[src/rtl/pir_motion_ctrl.sv]
// pir_motion_ctrl: multi-channel PIR sync/debounce/hold-off with LED drive and saturating event counter
module pir_motion_ctrl #(
  parameter int NCH         = 4,
  parameter int DEB_CYCLES  = 12000,
  parameter int HOLD_CYCLES = 48000000,
  parameter int BLINK_HALF  = 12000000,
  parameter int CNT_W       = 16
) (
  input  logic             clk,
  input  logic             rst,
  input  logic [NCH-1:0]   pir_in,
  input  logic             enable,
  input  logic             blink_mode,
  input  logic             cnt_clr,
  output logic [NCH-1:0]   led,
  output logic [NCH-1:0]   motion_active,
  output logic [NCH-1:0]   event_pulse,
  output logic             any_motion,
  output logic [CNT_W-1:0] event_count
);
  localparam int QW = $clog2(DEB_CYCLES) + 1;
  localparam int HW = $clog2(HOLD_CYCLES) + 1;
  localparam int BW = $clog2(BLINK_HALF) + 1;
  localparam int SW = CNT_W + $clog2(NCH + 1);
  typedef enum logic [1:0] {IDLE, QUAL, ACTIVE, HOLD} state_t;
  state_t         st [NCH];
  state_t         st_n [NCH];
  logic [QW-1:0]  qcnt [NCH];
  logic [QW-1:0]  qcnt_n [NCH];
  logic [HW-1:0]  hcnt [NCH];
  logic [HW-1:0]  hcnt_n [NCH];
  logic [NCH-1:0] s1, s, pulse_n;
  logic [BW-1:0]  bcnt;
  logic           phase, wrap;
  logic [SW-1:0]  sum;
  assign wrap = bcnt == BW'(BLINK_HALF - 1);
  assign any_motion = |motion_active;
  always_ff @(posedge clk) begin
    if (rst) begin
      s1          <= '0;
      s           <= '0;
      bcnt        <= '0;
      phase       <= 1'b0;
      led         <= '0;
      event_pulse <= '0;
      event_count <= '0;
      for (int i = 0; i < NCH; i++) begin
        st[i]   <= IDLE;
        qcnt[i] <= '0;
        hcnt[i] <= '0;
      end
    end else begin
      s1          <= pir_in;
      s           <= s1;
      bcnt        <= wrap ? '0 : bcnt + 1'b1;
      phase       <= phase ^ wrap;
      led         <= blink_mode ? motion_active & {NCH{phase}} : motion_active;
      event_pulse <= pulse_n;
      event_count <= cnt_clr ? '0 : (|sum[SW-1:CNT_W] ? '1 : sum[CNT_W-1:0]);
      for (int i = 0; i < NCH; i++) begin
        st[i]   <= st_n[i];
        qcnt[i] <= qcnt_n[i];
        hcnt[i] <= hcnt_n[i];
      end
    end
  end
  always_comb begin
    sum = SW'(event_count);
    for (int i = 0; i < NCH; i++) sum = sum + SW'(event_pulse[i]);
  end
  always_comb begin
    pulse_n       = '0;
    motion_active = '0;
    for (int i = 0; i < NCH; i++) begin
      st_n[i]   = st[i];
      qcnt_n[i] = qcnt[i];
      hcnt_n[i] = hcnt[i];
      motion_active[i] = st[i] == ACTIVE || st[i] == HOLD;
      if (!enable) begin
        st_n[i]   = IDLE;
        qcnt_n[i] = '0;
        hcnt_n[i] = '0;
      end else begin
        case (st[i])
          IDLE:
            if (s[i]) begin
              st_n[i]   = QUAL;
              qcnt_n[i] = QW'(1);
            end
          QUAL:
            if (!s[i]) begin
              st_n[i]   = IDLE;
              qcnt_n[i] = '0;
            end else if (qcnt[i] == QW'(DEB_CYCLES - 1)) begin
              st_n[i]    = ACTIVE;
              pulse_n[i] = 1'b1;
            end else qcnt_n[i] = qcnt[i] + 1'b1;
          ACTIVE:
            if (!s[i]) begin
              st_n[i]   = HOLD;
              hcnt_n[i] = '0;
            end
          HOLD:
            if (s[i]) st_n[i] = ACTIVE;
            else if (hcnt[i] == HW'(HOLD_CYCLES - 1)) st_n[i] = IDLE;
            else hcnt_n[i] = hcnt[i] + 1'b1;
          default: st_n[i] = IDLE;
        endcase
      end
    end
  end
endmodule

[config.mk]
export PLATFORM = sky130hd
export DESIGN_NAME = pir_motion_ctrl
export DESIGN_NICKNAME = d
export VERILOG_FILES = /design/src/rtl/pir_motion_ctrl.sv
export SDC_FILE = /design/constraint.sdc
export NUM_CORES = 1
export LEC_CHECK = 0
export BUFFER_PORTS_ARGS = -buffer_cell sky130_fd_sc_hd__buf_2
export CAP_MARGIN = 0
export CORE_MARGIN = 10
export CORE_UTILIZATION = 65
export CTS_BUF_LIST = sky130_fd_sc_hd__clkbuf_16
export CTS_CLUSTER_DIAMETER = 100
export DETAILED_ROUTE_END_ITERATION = 12
export PLACE_DENSITY = 0.82
export SYNTH_ARGS = -nofsm -noshare
export SYNTH_HDL_FRONTEND = slang
export SYNTH_SLANG_ARGS = --single-unit
[constraint.sdc]
create_clock -name clk -period 4 [get_ports clk]
set_input_delay 1 -clock clk [delete_from_list [all_inputs] [get_ports clk]]
set_output_delay 1 -clock clk [all_outputs]
set_load 0.01 [all_outputs]
==> impl_metrics.yaml <==
routing:
  drt-initial-drc-count: 707
  drt_pass1_iterations: 6
  route.detailed.drc: 0
  avgRoutedWirePerCell_um: 14.7
  vias: 9923
  viasPerCell: 6.05
  drt-total-wl_um: 24200
  drtAntennaViolNets: 0
global_route:
  grt-ovfl-total: 0
  grt_pass1_vias: 9103
  grt_max_degree: 28
  grt_use_met2: 0.334
  grt.busiest_layer: "met2"
  grt_usage: 0.197
  grt_first_pass_wirelength_um: 41500
  grt_use_met1: 0.254
  met3_usage: 0.0325
  antenna_found_initial: 0
timing:
  report.final.hold_viol_count: 0
  setup_tns_ns: 0
  worstMarginPinSlew_ns: 1.01
  slew_viol_final: 0
  post-route-period-util: 0.797
  max-slew-margin-rel: 0.318
  skew_ns: 0.00982
  setup_viol: 0
  period_needed_ns: 3.19
  setup_ws_ns: 0.814
  clock.fmax_mhz: 314
  rsz0062_at_grt: "false"
worst_setup_path:
  crit_required_ns: 4.44
  crit_type: "register to register"
  worst-path-max-fanout: 13
  cp_data_arrival_time_ns: 3.63
  end_kind: "register"
  cp-start-kind: "register"
cells_and_area:
  drive_gt1_frac: 0.0756
  area_growth_pct: 9.62
  layout.cells.non_filler: 1640
  multi_input_comb_area_um2: 6360
  fin_nets: 1419
  fill_cells: 1324
  n_antenna_cell: 0
  final_util: 0.724
  regArea_um2: 4680
place:
  globalplace.congestion: 0.900
  hpwl_um: 16500
  placed_cells: 1594
  preCtsSetupSlack_ns: 0.845
  io_buffers: 37
logic_synthesis:
  synth_area_um2: 11400
  ys_ff_latch: 234
  synth.area.top_cells: "dfxtp_1 (41%), xnor2_1 (4.9%), nor2_1 (4.8%)"
  ys_seq_area_frac: 0.410
  synth_nets: 1409
  ys_warn_count: 0
  syn_avg_cell_area_um2: 8.24
  synth_largest_area_cell: "dfxtp_1"
  synth.most_common_cell: "dfxtp_1"
  synth_cell_type_count: 66
  synthTopCellsByCount: "dfxtp_1 (234), nor2_1 (147), nand2_1 (106), nand3_1 (105), a21oi_1 (81)"
  async_reset_ff_frac: 0
  synthFlopType: "dfxtp_1"
  synth_edf_count: 0
  yosysTopAreaCellShare: 0.410
  synth_cells: 1387
floorplan:
  die_w_um: 153
  core-area_um2: 17300
  initial_core_util: 0.661
  rows: 48
  io_pins: 38
  dieHeight_um: 153
  dieArea_um2: 23300
clock_network:
  postCtsSetupBuffers: 0
  clk-insertion-delay-late_ns: 0.52
  cts_resized: 0
  cts.path.max_buffers: 3
  cts_made_buffers: 26
  clk_pin_slew_worst_paths_ns: 0.06
  cts_tree: "built"
  cts_hold_buf: 0
  cts_sinks: 234
  htree_levels: 1
  root_buffer: "clkbuf_16"
status:
  outcome: "finished, final reports clean"
power_and_ir_drop:
  power_mw: 4.71
  powerDensity_nw_per_um2: 376
  ir_drop_mv: 0.388
  p_leak_nw: 4.02
worst_hold_path:
  hold_class: "register to register"
run:
  cap_violations: 0
-- path summary, 6_finish.rpt --
kind	start	to	slack [ns]	depth (start not counted)
worst min-delay path	s1[2]	s[2]	0.44	1
worst max-delay path	event_pulse[0]	event_count[0]	0.81	10
worst min register to register	s1[2]	s[2]	0.44	1
worst max register to register	event_pulse[0]	event_count[0]	0.81	10
-- critical path: stages, from the launching register on --
cell     delay [ns]
dfxtp_1        0.33
fa_1           0.54
inv_1          0.05
fa_1           0.38
inv_1          0.08
fa_1           0.19
and3_1         0.20
and3_1         0.26
and4_1         0.28
nand4_1        0.50
a21oi_1        0.31
-- logic make-up (layout without fill, tap and decap cells) --
group                      count (synthesis)  after routing  synth area share
and+or+nand+nor                          700            700             0.330
DFF                                      234            234             0.410
AOI/OAI and AO/OA                        216            216             0.113
xor gates and xnor gates                 122            122            0.0935
buffers and inverters                     98            126            0.0340
adders and majority gates                 13             13            0.0162
muxes                                      4              4           0.00350
-- final cells by class --
cell class                      instances  area share
Multi-Input combinational cell       1055       0.507
Sequential cell                       234       0.374
Clock buffer                           27      0.0539
Tap cell                              225      0.0225
Timing Repair Buffer                   48      0.0214
Clock inverter                         19      0.0113
Inverter                               32     0.00959
-- metrics by stage --
stage | hold WS, ns | area (um^2)
floorplan | 0.414 | 11400
global placement | 0.425 | 11700
detailed placement | 0.428 | 11700
CTS | 0.443 | 12500
global route | 0.466 | 12500
finish | 0.437 | 12500
-- routing by layer --
layer,share of wire,up-vias
met3,0.048,39
met4,0.017,0
met5,0,-
li1,-,5028
met2,0.48,226
met1,0.46,4630
-- layout by cell type, fill, tap and decap left out, drive strengths merged, types with 8 or more instances in the layout --
master | synthesis | final
and2 | 14 | 14
and3 | 38 | 38
ha | 10 | 10
nand4 | 70 | 70
nor2 | 147 | 147
nand2 | 106 | 106
nor4 | 33 | 33
xnor2 | 64 | 64
nand3 | 105 | 105
a31oi | 10 | 10
buf | 13 | 48
nor3 | 39 | 39
o211ai | 13 | 13
or2 | 8 | 8
clkbuf | 53 | 27
a21oi | 82 | 82
o31ai | 12 | 12
inv | 32 | 36
dfxtp | 234 | 234
or3 | 47 | 47
clkinv | 0 | 13
nand2b | 13 | 13
nor2b | 15 | 15
and4 | 11 | 11
o21ai | 64 | 64
or4 | 24 | 24
xor2 | 58 | 58
-- power by group --
group | switching [mW] | internal [mW] | total [mW]
sequential | 0.0112 | 2.34 | 2.35
clock | 0.926 | 1.34 | 2.27
combinational | 0.0636 | 0.0263 | 0.0899
total | 1.00 | 3.71 | 4.71
-- flip-flops by register name, summed over array words and instances (netlist names), named ones only --
signal	cells
led	4
event_pulse	4
st	4
bcnt	25
qcnt	60
phase	1
event_count	16
hcnt	108
s1	4
s	4
(Power assumes the default switching activity.)
